File: config.mk
export PLATFORM = sky130hd
export DESIGN_NAME = input_port_ctrl
export DESIGN_NICKNAME = d
export VERILOG_FILES = /design/src/rtl/input_port_ctrl.sv
export SDC_FILE = /design/constraint.sdc
export NUM_CORES = 1
export LEC_CHECK = 0
export ABC_AREA = 1
export CORE_ASPECT_RATIO = 1.5
export CORE_MARGIN = 2
export CORE_UTILIZATION = 57
export DETAILED_ROUTE_END_ITERATION = 10
export HOLD_SLACK_MARGIN = 0.06
export PLACE_DENSITY = 0.79
export SETUP_SLACK_MARGIN = 0.02
export SLEW_MARGIN = 25
export SYNTH_ARGS = -nofsm -noshare
export SYNTH_HDL_FRONTEND = slang
export SYNTH_SLANG_ARGS = --single-unit
export TNS_END_PERCENT = 10
File: constraint.sdc
create_clock -name clk -period 4.8 [get_ports clk]
set_input_delay 0.96 -clock clk [delete_from_list [all_inputs] [get_ports clk]]
set_output_delay 0.96 -clock clk [all_outputs]
set_load 0.05 [all_outputs]
File: src/rtl/input_port_ctrl.sv
// Push-button input port: synchronise and debounce the button, capture the switch word
// into a small FIFO on each press, and present the head word to the bus.
module input_port_ctrl #(
    parameter int DW              = 32,
    parameter int DEPTH           = 4,
    parameter int DEBOUNCE_CYCLES = 4
) (
    input  logic                     clk,
    input  logic                     rst,
    input  logic                     btn,
    input  logic [DW-1:0]            sw,
    input  logic                     rd_ack,
    input  logic                     clr_ovr,
    output logic                     is_ready,
    output logic [DW-1:0]            data_input,
    output logic [$clog2(DEPTH):0]   count,
    output logic                     overrun
);

    localparam int AW  = $clog2(DEPTH);
    localparam int CW  = AW + 1;
    localparam int DBW = $clog2(DEBOUNCE_CYCLES);
    localparam logic [DBW-1:0] CNT_MAX = DBW'(DEBOUNCE_CYCLES - 1);
    localparam logic [CW-1:0]  CNT_FULL = CW'(DEPTH);
    localparam logic [CW-1:0]  CNT_ONE  = CW'(1);

    logic           s1_q, s2_q;
    logic           stable_q, stable_d;
    logic           stable_prev_q;
    logic [DBW-1:0] cnt_q, cnt_d;

    logic [AW-1:0]  wr_ptr_q, wr_ptr_d;
    logic [AW-1:0]  rd_ptr_q, rd_ptr_d;
    logic [CW-1:0]  count_q, count_d;
    logic [DW-1:0]  data_q, data_d;
    logic           overrun_q, overrun_d;
    logic [DW-1:0]  mem [DEPTH];

    logic push, pop, full, do_write, drop;

    // Synchroniser, debounce state and press-edge history
    always_ff @(posedge clk or posedge rst) begin
        if (rst) begin
            s1_q          <= 1'b0;
            s2_q          <= 1'b0;
            stable_q      <= 1'b0;
            stable_prev_q <= 1'b0;
            cnt_q         <= '0;
        end else begin
            s1_q          <= btn;
            s2_q          <= s1_q;
            stable_q      <= stable_d;
            stable_prev_q <= stable_q;
            cnt_q         <= cnt_d;
        end
    end

    always_comb begin
        stable_d = stable_q;
        cnt_d    = '0;
        if (s2_q != stable_q) begin
            if (cnt_q == CNT_MAX) begin
                stable_d = s2_q;
            end else begin
                cnt_d = cnt_q + 1'b1;
            end
        end
    end

    assign push     = stable_q & ~stable_prev_q;
    assign full     = (count_q == CNT_FULL);
    assign pop      = rd_ack & (count_q != '0);
    assign do_write = push & (~full | pop);
    assign drop     = push & full & ~pop;

    always_comb begin
        rd_ptr_d  = rd_ptr_q + AW'(pop);
        wr_ptr_d  = wr_ptr_q + AW'(do_write);
        count_d   = count_q + CW'(do_write) - CW'(pop);
        overrun_d = overrun_q;
        if (drop) begin
            overrun_d = 1'b1;
        end else if (clr_ovr) begin
            overrun_d = 1'b0;
        end
        // The new head is either the word being written into the head slot this cycle,
        // the next stored entry after a pop, or unchanged (including when the pop empties).
        data_d = data_q;
        if (do_write && (wr_ptr_q == rd_ptr_d)) begin
            data_d = sw;
        end else if (pop && (count_q != CNT_ONE)) begin
            data_d = mem[rd_ptr_d];
        end
    end

    always_ff @(posedge clk or posedge rst) begin
        if (rst) begin
            wr_ptr_q  <= '0;
            rd_ptr_q  <= '0;
            count_q   <= '0;
            data_q    <= '0;
            overrun_q <= 1'b0;
        end else begin
            wr_ptr_q  <= wr_ptr_d;
            rd_ptr_q  <= rd_ptr_d;
            count_q   <= count_d;
            data_q    <= data_d;
            overrun_q <= overrun_d;
        end
    end

    generate
        for (genvar gi = 0; gi < DEPTH; gi++) begin : g_mem
            always_ff @(posedge clk) begin
                if (do_write && (wr_ptr_q == AW'(gi))) begin
                    mem[gi] <= sw;
                end
            end
        end
    endgenerate

    assign is_ready   = (count_q != '0);
    assign data_input = data_q;
    assign count      = count_q;
    assign overrun    = overrun_q;

endmodule

==> results of run 1 <==
-- worst paths after layout --
kind / from / to / slack [ns] / cells after the start
hold reg to reg: s1_q$_DFF_PP0_ / s2_q$_DFF_PP0_ / 0.35 / 0
min in group asynchronous: rst / cnt_q[0]$_DFF_PP0_ / 1.01 / 2
setup / recovery: rd_ack / data_input[30]$_DFFE_PP0P_ / 1.49 / 11
setup reg to reg: count[1]$_DFF_PP0_ / data_input[30]$_DFFE_PP0P_ / 1.91 / 10
max in group asynchronous: rst / data_input[5]$_DFFE_PP0P_ / 3.27 / 2
hold / removal: s1_q$_DFF_PP0_ / s2_q$_DFF_PP0_ / 0.35 / 0
-- sequential cells by signal, summed over array words and instances, names as in the netlist, 2 cells and up --
| name | cells |
|---|---|
| mem | 128 |
| rd_ptr_q | 2 |
| data_input | 32 |
| wr_ptr_q | 2 |
| cnt_q | 2 |
| count | 3 |
-- power by group --
part / total (W) / internal, W / switching [W]
clock network: 0.00142 / 0.000876 / 0.000546
registers: 0.00218 / 0.00200 / 0.000186
logic: 0.00296 / 0.000895 / 0.00206
-- synth_stat cells (all sizes together), types with 5 or more instances --
| master | number | area, µm² |
|---|---|---|
| nor3 | 5 | 25.0 |
| dfrtp | 46 | 1150 |
| inv | 114 | 430 |
| edfxtp | 128 | 3840 |
| clkbuf | 10 | 73.8 |
| buf | 25 | 189 |
| ha | 5 | 62.6 |
| o21ai | 33 | 165 |
| nand3 | 67 | 340 |
| nor2 | 72 | 323 |
| nand2 | 271 | 1130 |
-- routing by layer --
layer | global-route usage | wire length [µm]
met5 | 0 | 0
met2 | 0.452 | 9340
met3 | 0.0476 | 1090
met4 | 0.114 | 590
met1 | 0.270 | 6180
-- kinds of logic after synthesis --
group / count (synthesis) / share of synthesized area
adders and majority gates: 6 / 0.0106
AOI/OAI and AO/OA: 35 / 0.0229
buffers and inverters: 149 / 0.0888
DFF: 174 / 0.640
and+or+nand+nor: 415 / 0.233
xor gates and xnor gates: 4 / 0.00449
-- metrics by stage --
stage	hold slack, ns	instances	util	cell area [µm²]	power, W
after CTS	0.360	1024	0.684	9210	0.00657
after floorplan	0.331	783	-	7800	0.00434
after global routing	0.364	1024	0.684	9220	0.00694
after global placement	0.336	992	0.638	8590	0.00498
after detailed placement	0.346	992	0.638	8590	0.00513
final	0.354	1024	0.684	9220	0.00656
-- layout make-up --
cell class                 count  area share
timing repair buffer          82      0.0893
inverter                     114      0.0468
multi-input combinational    460       0.233
sequential                   174       0.542
clock buffer                  21      0.0524
tap                          162      0.0220
clock inverter                11      0.0148
==> summary.md, run 1 <==
| Metric | Value |
|---|---|
| Run status | completed |
| Antenna violations before repair | 0 |
| Maximum VDD drop | 350 µV |
| Ys async rst share | 0.264 |
| Final Worst Setup Slack | 1.49 ns |
| PD cells | 712 nW/µm² |
| Most common cell after layout, fill and taps aside | nand2_1 |
| Clock skew | 0.00849 ns |
| CTS Root Cell | clkbuf_16 |
| TNS Setup | 0 ns |
| Die Width | 99.5 µm |
| Post-synth net total | 826 |
| Post-Syn Area per Cell | 9.97 µm² |
| Initial DRC count | 418 |
| Clock Latency Late Sink | 0.42 ns |
| Synthesized instance count | 783 |
| Critical path class | in -> reg |
| Max Fclk | 302 MHz |
| Storage cell area | 4990 µm² |
| DRC Markers | 0 |
| Slew HR | 0.322 |
| TritonCTS clock tree | done |
| Core box area | 13500 µm² |
| Setup bufs post-CTS | 0 |
| Crit. End Element | register |
| Ports | 74 |
| Kind of cell adding the most delay to the critical path | simple AND/OR/NAND/NOR gates |
| Worst-margin pin slew | 1.02 ns |
| Port buffer count | 73 |
| Via count | 5511 |
| Routability Congestion | 0.770 |
| Dpl ws | 1.07 ns |
| Crit path arrival time | 3.61 ns |
| Area occupied by multi-input gates | 2150 µm² |
| Period utilization | 0.689 |
| Top FF cell, synth | edfxtp_1 |
| Grt total ovfl | 0 |
| Final min period | 3.31 ns |
| Buf/Inv on CP | 2 |
| CP cell instances | clkdlybuf4s50_1 > inv_1 > a21oi_1 > ha_2 > nand2_1 > nand2_2 > nand3_2 > nor2_4 > nand2_1 > nand2_1 > nand2_1 |
| Die height | 147 µm |
| Post-synth EDFFs | 128 |
| Unrepaired setup endpoints after global routing | false |
| Pre-Repair DR Iteration Count | 5 |
| Via density | 5.38 |
| Post-CTS Hold Buffers | 0 |
| Synthesized area | 7800 µm² |
| Max_cap viols | 0 |
| # clock sinks | 174 |
| FILL cells | 932 |
| Antenna diode count | 0 |
| WL final | 17200 µm |
| Clk pin slew, worst setup/hold paths | 0.06 ns |
| CTS max path bufs | 2 |
| Rows | 52 |
| Crit path top cell by count | nand2_1 |
| GRT Total Usage | 0.246 |
| Ys Warns | 0 |
| H-tree levels | 4 |
| Die area | 14700 µm² |
| Initial cell density of the core | 0.580 |
| WP data required | 5.10 ns |
| CP max-delay cell | nor2_4 |
| Leak pwr | 4.13 nW |
| Yosys cell types | 33 |
| Layout cell share with drive strength beyond 1 | 0.108 |
| Crit-path max FO | 32 |
| DRT antenna net count | 0 |
| Worst setup SP type | input pin |
| Post_cts resized | 0 |
| Dpl hpwl | 10100 µm |
| CTS Buf Count | 17 |
| First-pass GRT wire length | 27800 µm |
| #FFs+latches synth | 174 |
| Final nets | 892 |
| Vias in the first global route | 5892 |
| Final setup fails | 0 |
| Pins over their slew limit | 0 |
| Max stage delay on crit path | 0.68 ns |
| Largest net degree at the start of global routing | 65 |
| Most frequent cells in the layout | nand2_1, edfxtp_1, inv_1, clkdlybuf4s50_1 |
| Hold Fails Final Rpt | 0 |
| Sequential fraction of the synthesis area | 0.640 |
| DR WL/cell | 16.8 µm |
| Syn-to-layout area delta | 18.1% |
| Worst min-delay path class | reg -> reg |
No activity file was read; power rests on OpenSTA's default activity.
==> inputs of run 2 (changes only) <==
==> constraint.sdc (replaced) <==
create_clock -name clk -period 3.16 [get_ports clk]
set_input_delay 0.632 -clock clk [delete_from_list [all_inputs] [get_ports clk]]
set_output_delay 0.632 -clock clk [all_outputs]
set_load 0.05 [all_outputs]
==> run 2 against run 1 <==
  * Register-to-register slack worse by 1.1 ns
  * Total power up 51%
  * Sequential power up 51%
  * Count of clock-buffer cells in the layout down 3
  * Hold slack better by 0.0070 ns
  * Global-route usage about the same
  * Critical endpoint unchanged
  * Largest power group unchanged
==> summary.md, run 2 (synthesis results as in run 1) <==
| Metric | Value |
|---|---|
| Most common cell after layout, fill and taps aside | nand2_1 |
| Critical path class | in -> reg |
| # clock sinks | 174 |
| Vias in the first global route | 5840 |
| Run status | completed |
| DRC Markers | 0 |
| TNS Setup | 0 ns |
| Largest reg by FF count | mem |
| Most frequent cells in the layout | nand2_1, edfxtp_1, inv_1, clkdlybuf4s50_1 |
| Largest net degree at the start of global routing | 65 |
| Final setup fails | 0 |
| Max Fclk | 391 MHz |
| DR WL/cell | 16.7 µm |
| RR Startpoint | count[1]$_DFF_PP0_ |
| Die area | 14700 µm² |
| Die height | 147 µm |
| Initial cell density of the core | 0.580 |
| Via density | 5.43 |
| Die Width | 99.5 µm |
| Routability Congestion | 0.836 |
| Port buffer count | 73 |
| Crit. End Element | register |
| Post_cts resized | 0 |
| Maximum VDD drop | 497 µV |
| CTS max path bufs | 2 |
| Power, Total | 0.00994 W |
| CTS Buf Count | 17 |
| RR Endpoint | data_input[30]$_DFFE_PP0P_ |
| H-tree levels | 4 |
| Reg2Reg Depth | 12 |
| Syn-to-layout area delta | 18.8% |
| Via count | 5614 |
| Initial DRC count | 432 |
| DRT antenna net count | 0 |
| Crit path arrival time | 2.92 ns |
| Clk pin slew, worst setup/hold paths | 0.07 ns |
| PD cells | 1070 nW/µm² |
| Slew HR | 0.577 |
| Worst Setup EP | data_input[30]$_DFFE_PP0P_ |
| Post-CTS Hold Buffers | 0 |
| Ports | 74 |
| Antenna violations before repair | 0 |
| Setup bufs post-CTS | 0 |
| Crit-path max FO | 64 |
| Final nets | 902 |
| Largest register FFs | 128 |
| Unrepaired setup endpoints after global routing | false |
| CTS Root Cell | clkbuf_16 |
| Hold Crit Start | s1_q$_DFF_PP0_ |
| Clock skew | 0.00677 ns |
| TritonCTS clock tree | done |
| Pins over their slew limit | 0 |
| Clock Latency Late Sink | 0.42 ns |
| Core box area | 13500 µm² |
| Grt total ovfl | 0 |
| Worst Setup SP | rd_ack |
| WP data required | 3.52 ns |
| Worst min-delay path class | reg -> reg |
| WL final | 17200 µm |
| Worst-margin pin slew | 0.633 ns |
| Pre-Repair DR Iteration Count | 5 |
| Leak pwr | 4.16 nW |
| Period utilization | 0.809 |
| Hold Fails Final Rpt | 0 |
| Dpl hpwl | 10500 µm |
| Final min period | 2.56 ns |
| Antenna diode count | 0 |
| Layout cell share with drive strength beyond 1 | 0.119 |
| Rows | 52 |
| Max_cap viols | 0 |
| Worst setup SP type | input pin |
| Worst reg-to-reg setup slack | 0.77 ns |
| GRT Total Usage | 0.246 |
| First-pass GRT wire length | 27700 µm |
run 2: cell types whose count changed in the layout (fill, tap and decap cells not counted), sizes merged:
cell,change
clkbuf,-3
clkinvlp,+1
buf,+10
inv,+3
bufinv,-1
run 2: routing by layer:
metal	share of wire	track usage
met1	0.36	0.266
met2	0.56	0.439
met3	0.047	0.0461
met4	0.032	0.150
met5	0	0
run 2: power by group:
group	internal [W]	switching (W)
Clock	0.00118	0.000855
Sequential	0.00303	0.000272
Combinational	0.00146	0.00314
run 2: worst min path at each step:
stage                     end  cells after the start
3_3_place_gp   s2_q$_DFF_PP0_                      0
4_1_cts        s2_q$_DFF_PP0_                      0
6_report       s2_q$_DFF_PP0_                      0
2_1_floorplan  s2_q$_DFF_PP0_                      0
3_5_place_dp   s2_q$_DFF_PP0_                      0
5_1_grt        s2_q$_DFF_PP0_                      0
run 2: metrics by stage:
| step | cell area [µm²] | hold slack, ns | std cells | setup slack, ns | utilization |
|---|---|---|---|---|---|
| finish | 9270 | 0.361 | 1034 | 0.603 | 0.688 |
| global route | 9270 | 0.364 | 1034 | 0.407 | 0.688 |
| CTS | 9270 | 0.363 | 1034 | 0.611 | 0.688 |
| detailed placement | 8690 | 0.352 | 1002 | 0.193 | 0.645 |
| global placement | 8690 | 0.337 | 1002 | 0.288 | 0.645 |
| floorplan | 7800 | 0.331 | 783 | -0.534 | - |
run 2: final cells by class:
| type | count | area [µm²] |
|---|---|---|
| Timing Repair Buffer | 92 | 923 |
| Fill cell | 937 | 4200 |
| Inverter | 114 | 430 |
| Tap cell | 162 | 203 |
| Clock inverter | 14 | 143 |
| Clock buffer | 18 | 439 |
| Multi-Input combinational cell | 460 | 2140 |
| Sequential cell | 174 | 4990 |
run 2: worst max-delay path, cell delays in order:
cell and delay [ns]:
clkdlybuf4s50_1 0.52, inv_1 0.09, a21oi_1 0.20, ha_2 0.36, inv_2 0.10, nand2_1 0.07
nand2_2 0.09, inv_4 0.05, nor2_8 0.12, nand2_8 0.30, nand2_1 0.20, nand2_1 0.08
nand2_1 0.07
